[src/rtl/f2_pkg.sv]
// f2_pkg: shared FSM state type and the default F2 memory map for the CPU/SDRAM bridge.
package f2_pkg;
  typedef enum logic [2:0] {IDLE, WAITP, REQ, EXT, ACK} bridge_state_t;
  localparam int F2_NUM_REGIONS = 4;
  // ROM 0x000000/1MB, WORK 0x100000/64KB, SCN 0x800000/64KB, spare external 0xC00000/64KB
  localparam logic [95:0] F2_DEFAULT_BASE = {24'hC00000, 24'h800000, 24'h100000, 24'h000000};
  localparam logic [95:0] F2_DEFAULT_MASK = {24'hFF0000, 24'hFF0000, 24'hFF0000, 24'hF00000};
  localparam logic [103:0] F2_DEFAULT_SDR = {26'h0, 26'h0, 26'h500000, 26'h400000};
endpackage

[src/rtl/cpu_region_decode.sv]
// cpu_region_decode: priority address decoder producing the winning region and its SDRAM word address.
module cpu_region_decode #(
  parameter int NR = 4,
  parameter int IW = 2,
  parameter logic [24*NR-1:0] BASE = '0,
  parameter logic [24*NR-1:0] MASK = '0,
  parameter logic [26*NR-1:0] SDR = '0
) (
  input  logic [23:0]   addr,
  output logic [NR-1:0] hit,
  output logic [IW-1:0] idx,
  output logic [25:0]   sdr_addr,
  output logic          unmapped
);
  logic [26:0] sum;
  always_comb begin
    idx = '0;
    unmapped = 1'b1;
    sum = '0;
    // descending scan so the lowest matching index is the one left standing
    for (int i = NR - 1; i >= 0; i--) begin
      if (((addr ^ BASE[24*i +: 24]) & MASK[24*i +: 24]) == 24'd0) begin
        idx = IW'(i);
        unmapped = 1'b0;
        sum = {1'b0, SDR[26*i +: 26]} + {3'b0, addr & ~MASK[24*i +: 24]};
      end
    end
    hit = unmapped ? '0 : NR'(1) << idx;
    sdr_addr = 26'(sum >> 1);
  end
endmodule

[src/rtl/cpu_sdr_bridge.sv]
// cpu_sdr_bridge: 68000 bus to SDRAM toggle-handshake bridge with region decode, DTACK
// generation and optional single posted write.
module cpu_sdr_bridge
  import f2_pkg::*;
#(
  parameter int NUM_REGIONS = F2_NUM_REGIONS,
  parameter logic [24*NUM_REGIONS-1:0] REGION_BASE = F2_DEFAULT_BASE,
  parameter logic [24*NUM_REGIONS-1:0] REGION_MASK = F2_DEFAULT_MASK,
  parameter logic [26*NUM_REGIONS-1:0] REGION_SDR = F2_DEFAULT_SDR,
  parameter logic [NUM_REGIONS-1:0] SDR_EN = 4'b0011,
  parameter logic [NUM_REGIONS-1:0] RO_EN = 4'b0001,
  parameter bit POST_WRITES = 1'b1
) (
  input  logic                      clk,
  input  logic                      reset_n,
  input  logic [22:0]               cpu_addr,
  input  logic [15:0]               cpu_dout,
  input  logic [1:0]                cpu_ds_n,
  input  logic                      cpu_rw,
  output logic [15:0]               cpu_din,
  output logic                      cpu_dtack_n,
  output logic [NUM_REGIONS-1:0]    cs_n,
  input  logic [16*NUM_REGIONS-1:0] ext_din,
  input  logic [NUM_REGIONS-1:0]    ext_dtack_n,
  output logic [25:0]               sdr_addr,
  output logic [15:0]               sdr_data,
  output logic [1:0]                sdr_be,
  output logic                      sdr_rw,
  output logic                      sdr_req,
  input  logic                      sdr_ack,
  input  logic [15:0]               sdr_q
);
  localparam int IW = NUM_REGIONS > 1 ? $clog2(NUM_REGIONS) : 1;
  bridge_state_t state_q, state_d;
  logic [NUM_REGIONS-1:0] hit;
  logic [IW-1:0] idx;
  logic [25:0] dec_addr, addr_q, addr_d;
  logic [15:0] data_q, data_d, din_q, din_d;
  logic [1:0] be_q, be_d;
  logic unmapped, ds_idle, ds_idle_q, start, pend, ro_wr, issue;
  logic req_q, req_d, rw_q, rw_d;

  cpu_region_decode #(
    .NR(NUM_REGIONS), .IW(IW), .BASE(REGION_BASE), .MASK(REGION_MASK), .SDR(REGION_SDR)
  ) u_decode (
    .addr({cpu_addr, 1'b0}), .hit(hit), .idx(idx), .sdr_addr(dec_addr), .unmapped(unmapped)
  );

  assign ds_idle = &cpu_ds_n;
  assign start = ds_idle_q & ~ds_idle;
  assign pend = req_q ^ sdr_ack;
  assign ro_wr = ~cpu_rw & RO_EN[idx];

  always_comb begin
    state_d = state_q;
    din_d = din_q;
    issue = 1'b0;
    case (state_q)
      IDLE: begin
        state_d = !start ? IDLE : (unmapped || ro_wr) ? ACK : !SDR_EN[idx] ? EXT : pend ? WAITP : REQ;
        issue = start & ~unmapped & ~ro_wr & SDR_EN[idx] & ~pend;
        din_d = (start & unmapped) ? 16'hFFFF : din_q;
      end
      WAITP: begin
        state_d = ds_idle ? IDLE : pend ? WAITP : REQ;
        issue = ~ds_idle & ~pend;
      end
      // an aborted cycle leaves the request in flight; pend keeps the next issue waiting for it
      REQ: begin
        state_d = ds_idle ? IDLE : (~pend || (~rw_q && POST_WRITES)) ? ACK : REQ;
        din_d = (~ds_idle & ~pend & rw_q) ? sdr_q : din_q;
      end
      default: state_d = ds_idle ? IDLE : state_q;
    endcase
    req_d = issue ? ~req_q : req_q;
    addr_d = issue ? dec_addr : addr_q;
    data_d = issue ? cpu_dout : data_q;
    be_d = issue ? ~cpu_ds_n : be_q;
    rw_d = issue ? cpu_rw : rw_q;
  end

  always_ff @(posedge clk or negedge reset_n) begin
    if (!reset_n) begin
      state_q <= IDLE;
      ds_idle_q <= 1'b1;
      din_q <= 16'hFFFF;
      req_q <= 1'b0;
      addr_q <= '0;
      data_q <= '0;
      be_q <= '0;
      rw_q <= 1'b1;
    end else begin
      state_q <= state_d;
      ds_idle_q <= ds_idle;
      din_q <= din_d;
      req_q <= req_d;
      addr_q <= addr_d;
      data_q <= data_d;
      be_q <= be_d;
      rw_q <= rw_d;
    end
  end

  assign cpu_dtack_n = (state_q == ACK) ? ds_idle : (state_q == EXT) ? (ds_idle | ext_dtack_n[idx]) : 1'b1;
  assign cpu_din = (state_q == EXT) ? ext_din[16*idx +: 16] : din_q;
  assign cs_n = ~(hit & {NUM_REGIONS{~ds_idle}});
  assign sdr_addr = addr_q;
  assign sdr_data = data_q;
  assign sdr_be = be_q;
  assign sdr_rw = rw_q;
  assign sdr_req = req_q;
endmodule

[config.mk]
export PLATFORM = sky130hd
export DESIGN_NAME = cpu_sdr_bridge
export DESIGN_NICKNAME = d
export VERILOG_FILES = /design/src/rtl/f2_pkg.sv /design/src/rtl/cpu_region_decode.sv /design/src/rtl/cpu_sdr_bridge.sv
export SDC_FILE = /design/constraint.sdc
export NUM_CORES = 1
export LEC_CHECK = 0
export CAP_MARGIN = 20
export CORE_ASPECT_RATIO = 0.75
export CORE_UTILIZATION = 38
export CTS_CLUSTER_SIZE = 40
export DETAILED_ROUTE_END_ITERATION = 10
export GPL_ROUTABILITY_DRIVEN = 1
export PLACE_DENSITY_LB_ADDON = 0.12
export SLEW_MARGIN = 25
export SYNTH_ARGS = -nofsm -noshare
export SYNTH_HDL_FRONTEND = slang
export SYNTH_SLANG_ARGS = --single-unit
[constraint.sdc]
create_clock -name clk -period 2.4 [get_ports clk]
set_input_delay 0.48 -clock clk [delete_from_list [all_inputs] [get_ports clk]]
set_output_delay 0.48 -clock clk [all_outputs]
set_load 0.1 [all_outputs]
==> results of run 1 <==
[cell usage after synthesis, types with 2 or more instances]
cell type / number / share of area
dfrtp_1: 43 / 0.33
nand2_1: 43 / 0.049
inv_1: 25 / 0.029
mux2i_1: 22 / 0.067
o21ai_0: 21 / 0.032
a22o_1: 18 / 0.048
dfstp_2: 18 / 0.14
mux2_4: 17 / 0.078
a222oi_1: 16 / 0.049
o22a_1: 16 / 0.043
clkbuf_1: 13 / 0.015
buf_4: 7 / 0.016
buf_2: 6 / 0.0092
nor2_1: 3 / 0.0034
a21oi_1: 2 / 0.0031
buf_6: 2 / 0.0069
mux2_2: 2 / 0.0069
nand3_1: 2 / 0.0031
nand4_1: 2 / 0.0038
nor4_4: 2 / 0.013
o21ai_1: 2 / 0.0031
[metal layers]
metal	GRT usage	part of all wire	wire length (um)
met5	0	0	0
met4	0.08267	0.013	142
met2	0.3874	0.47	5369
met1	0.3137	0.42	4779
met3	0.06672	0.090	1016
[worst paths after layout]
kind	end	slack (ns)	cells after the start
worst max-delay path	cpu_din[0]	-0.10	8
worst min-delay path	sdr_data[12]	0.1	1
worst max register to register	sdr_addr[17]	0.53	7
worst min register to register	din_q[7]	0.51	1
max in group asynchronous	din_q[12]	1.54	2
min in group clk	sdr_addr[17]	0.41	3
[power by group through the flow]
| stage | clock network, uW | registers [uW] | logic, uW |
|---|---|---|---|
| after floorplan | 0 | 2440 | 384 |
| after global placement | 0 | 1320 | 2150 |
| after detailed placement | 0 | 1320 | 2170 |
| after CTS | 1360 | 1310 | 2180 |
| after global routing | 1410 | 1330 | 2250 |
| final | 1330 | 1310 | 2180 |
[cells by family (layout without fill, tap and decap cells)]
logic type | count (synthesis) | after routing | share of synthesized area
DFF | 61 | 61 | 0.4723
and+or+nand+nor | 62 | 62 | 0.09920
xor gates and xnor gates | 2 | 2 | 0.005342
other | 1 | 5 | 0.001144
muxes | 41 | 41 | 0.1518
buffers and inverters | 53 | 279 | 0.07554
AOI/OAI and AO/OA | 80 | 81 | 0.1946
[worst max-delay path: cells and delay by family]
| kind | cells | cell delay (ns) |
|---|---|---|
| compound gates | 3 | 0.80 |
| buf+inv | 3 | 0.42 |
| simple gates | 2 | 0.30 |
[through the flow]
step / util / area [um^2] / setup TNS (ns)
6_report: 0.7768 / 6314 / -0.9655
5_1_grt: 0.7768 / 6314 / -1.757
4_1_cts: 0.7682 / 6243 / -1.746
3_5_place_dp: 0.7206 / 5857 / -49.32
3_3_place_gp: 0.7206 / 5857 / -45.60
2_1_floorplan: - / 3521 / -0.6549
[layout make-up]
type / instances / area [um^2] / share of cell area
inverter: 25 / 93.84 / 0.01486
clock inverter: 5 / 75.07 / 0.01189
sequential: 61 / 1549 / 0.2453
tap: 105 / 131.4 / 0.02081
timing repair buffer: 238 / 2469 / 0.3910
clock buffer: 11 / 232.7 / 0.03686
multi-input combinational: 191 / 1763 / 0.2792
[state kept, by name, summed over array words and instances, names as in the netlist]
signal / count
sdr_req: 1
state_q: 3
ds_idle_q: 1
sdr_be: 2
sdr_addr: 21
sdr_data: 16
din_q: 16
sdr_rw: 1
[timing repair]
action / in CTS / in global routing
gates resized for setup: 53 / 15
endpoints found under the setup margin: 78 / 17
pin swaps: 21 / 26
setup buffers: 9 / 5
cloned: 3 / 2
endpoints found under the hold margin: 0 / 0
==> flow_summary_export.csv, run 1 <==
group,metric,value,unit
grt,grt_max_degree,33,
die,die_area,0.009009,mm^2
die,start_util,0.4035,
critical_path,arrival,2.02,ns
routing,dr.pass1.iters,8,
routing,routed_wl,11.31,mm
timing,max_freq,399.7,MHz
logic_synthesis,ys.flop_type,"dfrtp_1",
timing,fin_ws,-0.1021,ns
finish,final_cells,636,
logic_synthesis,avgSynthCellArea,10.93,um^2
clocking,cts.sink_count,61,
logic_synthesis,async_reset_ff_frac,1.000,
routing,drc,0,
critical_path,max_stage_delay,0.48,ns
logic_synthesis,ys.warnings.count,0,
logic_synthesis,synth-edff-count,0,
clocking,numCtsBuffers,9,
pwr,pwr-share-seq,0.272,
critical_path,worst-path-max-fanout,5,
pwr,leakage,0.003087,uW
timing,setup_viol,17,
grt,antenna_found_initial,0,
placement,dp_worst_setup_slack,-0.7711,ns
placement,gp_congestion,0.8392,
finish,layout-drive-gt1-share,0.3729,
pwr,p_sw,2100,uW
logic_synthesis,synthDistinctLibCells,39,
pwr,p_sw_frac,0.4355,
die,die_y,82.45,um
placement,dpl.hpwl,7.729,mm
pwr,ir_drop,0.6915,mV
routing,viasPerCell,5.272,
placement,dp_cells,613,
clocking,path_clk_slew,0.05,ns
critical_path,required,1.92,ns
pwr,power,4823,uW
routing,wire_per_inst,17.78,um
run,drv_cap,0,
critical_path,timing.critical_path.from,"cpu_addr[22]",
logic_synthesis,syn-cell-area,0.003279,mm^2
clocking,cts-root-buf,"clkbuf_16",
finish,most-common-layout-cells,"clkdlybuf4s50_1, buf_4, nand2_1, dfrtp_1, buf_12",
die,core-area,0.008128,mm^2
timing,slew_viol_final,0,
grt,grt_pass1_vias,3165,
critical_path,slowest_stage,"a222oi_1",
timing,relSlewSlack,0.6399,
finish,final_common_cell,"clkdlybuf4s50_1",
pwr,pwr-share-clk,0.276,
timing,layout_min_cycle_time,2.502,ns
finish,nets,655,
critical_path,end_kind,"output pin",
grt,grt_overflow_total,0,
placement,io_buffers,190,
timing,worst_pin_slew,0.5401,ns
critical_path,crit_chain,"buf_8 > nor3b_4 > nor2b_4 > buf_6 > a22o_1 > a222oi_1 > o21ai_4 > buf_12",
timing,finalHoldViolCount,0,
die,rows,28,
status,outcome,"complete, but fails checks",
critical_path,r2r_start,"sdr_req",
timing,whs,0.09584,ns
routing,drtIter0Drc,217,
status,violations,"negative setup slack",
timing,period_share,1.043,
clocking,cts_tree,"yes",
pwr,intPower,2723,uW
critical_path,path_class,"input pin to output pin",
pwr,power_frac_comb,0.452,
finish,diodes,0,
logic_synthesis,synthCells,300,
clocking,ctsHoldBuffers,0,
grt,grt_usage,0.2407,
pwr,power.density,763.9,mW/mm^2
timing,finClkSkew,0.005374,ns
finish,fill_cells,561,
die,die_width,109.3,um
grt,grt_first_pass_wirelength,16.09,mm
timing,rsz0062_at_grt,"yes",
logic_synthesis,ys_seq_area_frac,0.4723,
logic_synthesis,yosys_register_bits,61,
die,ios,196,
routing,num_vias,3353,
clocking,clkLatencyLatePin,0.32,ns
finish,synthToLayoutAreaGrowth,92.52,%
min_path,hold_path_class,"input pin to async pin",
clocking,htree_levels,3,
clocking,clockBufferDepth,2,
critical_path,worstSetupStartpointType,"input pin",
routing,ant_nets,0,
(Power assumes the default switching activity.)
==> inputs of run 2 (changes only) <==
RECOVER_POWER = 50   (was default)
SLEW_MARGIN = default   (was 25)
==> flow_summary_export.csv, run 2 (synthesis gave the netlist of run 1 again) <==
group,metric,value,unit
status,outcome,"complete, but fails checks",
status,violations,"negative setup slack",
clocking,path_clk_slew,0.05,ns
grt,grt_usage,0.2407,
pwr,p_sw_frac,0.4419,
timing,slew_viol_final,0,
critical_path,crit_chain,"buf_8 > nor3b_4 > nor2b_4 > buf_6 > a22o_1 > a222oi_1 > o21ai_4 > buf_12",
timing,fin_ws,-0.1022,ns
critical_path,worst-path-max-fanout,5,
routing,routed_wl,11.27,mm
die,die_width,109.3,um
pwr,power.density,762.1,mW/mm^2
critical_path,rr_worst_depth,6,
die,die_y,82.45,um
routing,drc,0,
critical_path,cp_num_buf_inv,3,
routing,num_vias,3366,
pwr,intPower,2648,uW
die,core-area,0.008128,mm^2
critical_path,end_kind,"output pin",
routing,viasPerCell,5.292,
grt,grt_overflow_total,0,
critical_path,slowest_stage,"a222oi_1",
finish,largest_reg_flops,21,
finish,nets,655,
finish,synthToLayoutAreaGrowth,89.89,%
grt,antenna_found_initial,0,
critical_path,path_class,"input pin to output pin",
run,drv_cap,0,
clocking,clkLatencyLatePin,0.32,ns
clocking,numCtsBuffers,9,
critical_path,required,1.92,ns
timing,period_share,1.043,
routing,dr_wl_met3,1.041,mm
pwr,pwr-share-clk,0.280,
grt,grt_max_degree,33,
finish,diodes,0,
placement,dpl.hpwl,7.729,mm
placement,gp_congestion,0.8392,
min_path,hold_path_class,"input pin to async pin",
routing,ant_nets,0,
pwr,pwr-share-seq,0.276,
clocking,cts-root-buf,"clkbuf_16",
grt,grt_first_pass_wirelength,16.09,mm
die,start_util,0.4035,
grt,grt_pass1_vias,3165,
die,rows,28,
die,die_area,0.009009,mm^2
timing,finalHoldViolCount,0,
routing,routed.top_layer,"met4",
placement,io_buffers,190,
routing,wire_per_inst,17.71,um
timing,setup_viol,17,
clocking,cts.sink_count,61,
clocking,clockBufferDepth,2,
critical_path,crit_family,"compound AO/OA/AOI/OAI gates",
timing,relSlewSlack,0.1771,
routing,wl_met2,5.315,mm
die,ios,196,
routing,dr.pass1.iters,6,
critical_path,worstSetupStartpointType,"input pin",
clocking,ctsHoldBuffers,0,
pwr,power_frac_comb,0.444,
critical_path,arrival,2.02,ns
timing,worst_pin_slew,1.240,ns
critical_path,max_stage_delay,0.48,ns
timing,layout_min_cycle_time,2.502,ns
finish,layout-drive-gt1-share,0.3296,
critical_path,path_depth,8,
pwr,p_sw,2097,uW
timing,fin_tns_setup,-0.9543,ns
clocking,htree_levels,3,
finish,most-common-layout-cells,"clkdlybuf4s50_1, buf_4, nand2_1, dfrtp_1, buf_12",
finish,finalCoreUtilization,0.7662,
routing,m1WireLength,4.743,mm
pwr,leakage,0.003008,uW
timing,rsz0062_at_grt,"yes",
clocking,cts_tree,"yes",
pwr,ir_drop,0.7141,mV
timing,max_freq,399.7,MHz
routing,drtIter0Drc,282,
timing,finClkSkew,0.005572,ns
finish,final_common_cell,"clkdlybuf4s50_1",
## run 2: what timing repair did
action / in CTS / in global routing
cloned: 3 / 2
setup endpoints to repair: 78 / 17
pin swaps: 21 / 26
resized for setup: 53 / 15
setup buffers: 9 / 5
## run 2: power by group through the flow
stage,logic [uW],registers [uW],clock network (uW)
floorplan,384,2440,0
global placement,2150,1320,0
detailed placement,2170,1320,0
CTS,2180,1310,1360
global route,2180,1330,1410
finish,2110,1310,1330
## run 2: layout make-up
class / instances / area, um^2
Timing Repair Buffer: 238 / 2382
Inverter: 25 / 93.84
Clock inverter: 5 / 75.07
Clock buffer: 11 / 232.7
Sequential cell: 61 / 1549
Fill cell: 582 / 1901
Tap cell: 105 / 131.4
Multi-Input combinational cell: 191 / 1763
## run 2: metrics by stage
stage               power [uW]  instances  hold WS, ns  worst slack [ns]  area, um^2
floorplan                 2823        304       0.1844          -0.08117        3521
global placement          3468        613       0.4441           -0.6923        5857
detailed placement        3496        613       0.4439           -0.7711        5857
CTS                       4850        631       0.1024           -0.1849        6243
global route              4915        636       0.3938           -0.1481        6227
finish                    4746        636       0.3223           -0.1022        6227
## run 2: final timing paths
| check | to | slack [ns] | startpoint |
|---|---|---|---|
| setup / recovery | cpu_din[0] | -0.10 | cpu_addr[22] |
| hold / removal | sdr_data[12] | 0.32 | reset_n |
| setup reg to reg | sdr_data[12] | 0.53 | state_q[0] |
| hold reg to reg | sdr_data[0] | 0.51 | sdr_data[0] |
| max in group asynchronous | state_q[2] | 0.79 | reset_n |
| min in group clk | sdr_addr[17] | 0.41 | cpu_addr[17] |
## run 2: routing by layer
| metal | track usage | vias to the layer above |
|---|---|---|
| li1 | - | 1541 |
| met1 | 0.3137 | 1636 |
| met2 | 0.3874 | 174 |
| met3 | 0.06672 | 15 |
| met4 | 0.08267 | 0 |
| met5 | 0 | - |
==> inputs of run 3 (changes only) <==
CORE_UTILIZATION = 40   (was 38)
CTS_BUF_LIST = sky130_fd_sc_hd__clkbuf_4   (was default)
SYNTH_HIERARCHICAL = 1   (was default)
==> flow_summary_export.csv, run 3 <==
group,metric,value,unit
status,outcome,"complete, but fails checks",
status,violations,"design-rule violations, negative setup slack",
die,core-area,0.008563,mm^2
die,ios,196,
clocking,cts_tree,"yes",
finish,diodes,0,
routing,drc,26,
timing,finalHoldViolCount,0,
grt,grt_first_pass_wirelength,17.31,mm
clocking,clockBufferDepth,2,
grt,antenna_found_initial,0,
placement,io_buffers,195,
grt,grt_pass1_vias,3439,
routing,wire_per_inst,18.20,um
critical_path,required,1.92,ns
timing,max_freq,318.7,MHz
critical_path,end_kind,"output pin",
pwr,power.density,634.4,mW/mm^2
finish,final_cells,598,
logic_synthesis,ys.warnings.count,6,
routing,ant_nets,0,
routing,num_vias,3101,
timing,rsz0062_at_grt,"yes",
finish,synthToLayoutAreaGrowth,75.80,%
clocking,numCtsBuffers,9,
routing,routed_wl,10.88,mm
die,die_area,0.009358,mm^2
placement,dp_cells,568,
finish,largest_reg_flops,26,
critical_path,worstSetupStartpointType,"input pin",
timing,period_share,1.307,
critical_path,timing.critical_path.from,"cpu_addr[16]",
clocking,cts.sink_count,66,
grt,grt_max_degree,37,
die,start_util,0.4191,
critical_path,r2r_start,"sdr_req",
timing,fin_ws,-0.7380,ns
clocking,path_clk_slew,0.12,ns
timing,finClkSkew,0.01016,ns
timing,relSlewSlack,0.2396,
critical_path,rr_worst_depth,6,
finish,most-common-layout-cells,"clkdlybuf4s50_1, buf_4, dfrtp_1",
grt,grt_usage,0.2419,
logic_synthesis,syn-cell-area,0.003588,mm^2
critical_path,worst-path-max-fanout,5,
routing,drtIter0Drc,105,
critical_path,path_class,"input pin to output pin",
min_path,worst_hold_path.num_cells,3,
min_path,hold_start,"cpu_addr[15]",
critical_path,arrival,2.66,ns
run,drv_cap,0,
min_path,hold_path_class,"input pin to register",
pwr,leakage,0.002876,uW
timing,fin_tns_setup,-22.21,ns
placement,dpl.hpwl,7.629,mm
logic_synthesis,avgSynthCellArea,14.07,um^2
clocking,cts-root-buf,"clkbuf_4",
clocking,clkLatencyLatePin,0.43,ns
logic_synthesis,synthCells,255,
finish,final_common_cell,"clkdlybuf4s50_1",
grt,grt_overflow_total,0,
clocking,htree_levels,3,
pwr,power,4002,uW
finish,layout-drive-gt1-share,0.5041,
pwr,ir_drop,0.6790,mV
timing,setup_viol,66,
die,die_width,111.4,um
finish,nets,614,
routing,dr.pass1.iters,7,
timing,worst_pin_slew,1.141,ns
timing,slew_viol_final,0,
routing,viasPerCell,5.186,
die,die_y,84.03,um
timing,layout_min_cycle_time,3.138,ns
die,rows,29,
finish,finalCoreUtilization,0.7367,
placement,gp_congestion,0.8087,
-- run 3: per-layer routing --
layer / vias to the layer above / track usage / wire (um) / share of wire
met1: 1540 / 0.2723 / 4099 / 0.38
met4: 0 / 0.06880 / 164 / 0.015
met3: 17 / 0.08860 / 1062 / 0.098
li1: 1404 / - / - / -
met2: 140 / 0.4301 / 5557 / 0.51
met5: - / 0 / 0 / 0
-- run 3: path summary, 6_finish.rpt --
check,end,slack [ns]
setup / recovery,cpu_din[0],-0.74
hold / removal,sdr_addr[15],0.38
setup reg to reg,sdr_data[5],0.45
hold reg to reg,sdr_addr[23],0.51
max in group asynchronous,din_q[15],0.39
min in group asynchronous,sdr_addr[25],0.77
-- run 3: worst max-delay path: stages --
cell and delay, ns:
buf_6 0.09, or4_4 0.56, a211oi_4 0.28, buf_6 0.16, buf_12 0.13, mux4_2 0.50
mux2_4 0.29, buf_12 0.17
-- run 3: area by class of cell --
type / instances / area (um^2)
clock buffers: 9 / 67.56
clock inverters: 7 / 68.82
fillers: 578 / 2255
inverters: 4 / 15.01
multi-input cells: 168 / 1884
flip-flops and latches: 66 / 1674
well taps: 108 / 135.1
repair buffers: 236 / 2464
-- run 3: power breakdown --
part	internal, uW	total (uW)	switching (uW)
Combinational	673	1890	1220
Sequential	1260	1360	98.3
Clock	315	751	436
Total	2250	4000	1750
-- run 3: per-stage QoR --
step                hold slack, ns  setup slack (ns)  area, um^2
floorplan                   0.1844           -0.5657        3705
global placement            0.4733            -1.001        5988
detailed placement          0.4779            -1.038        5988
CTS                         0.3504           -0.7735        6327
global route                0.3858           -0.7978        6309
finish                      0.3774           -0.7380        6309
-- run 3: what timing repair did --
action / 4_1_cts / 5_1_grt
resized for setup: 27 / 7
endpoints found under the hold margin: 20 / 0
setup endpoints to repair: 66 / 67
pin swaps: 4 / 3
gates cloned: 3 / 1
buffers inserted: 9 / 3
hold buffers: 1 / 0
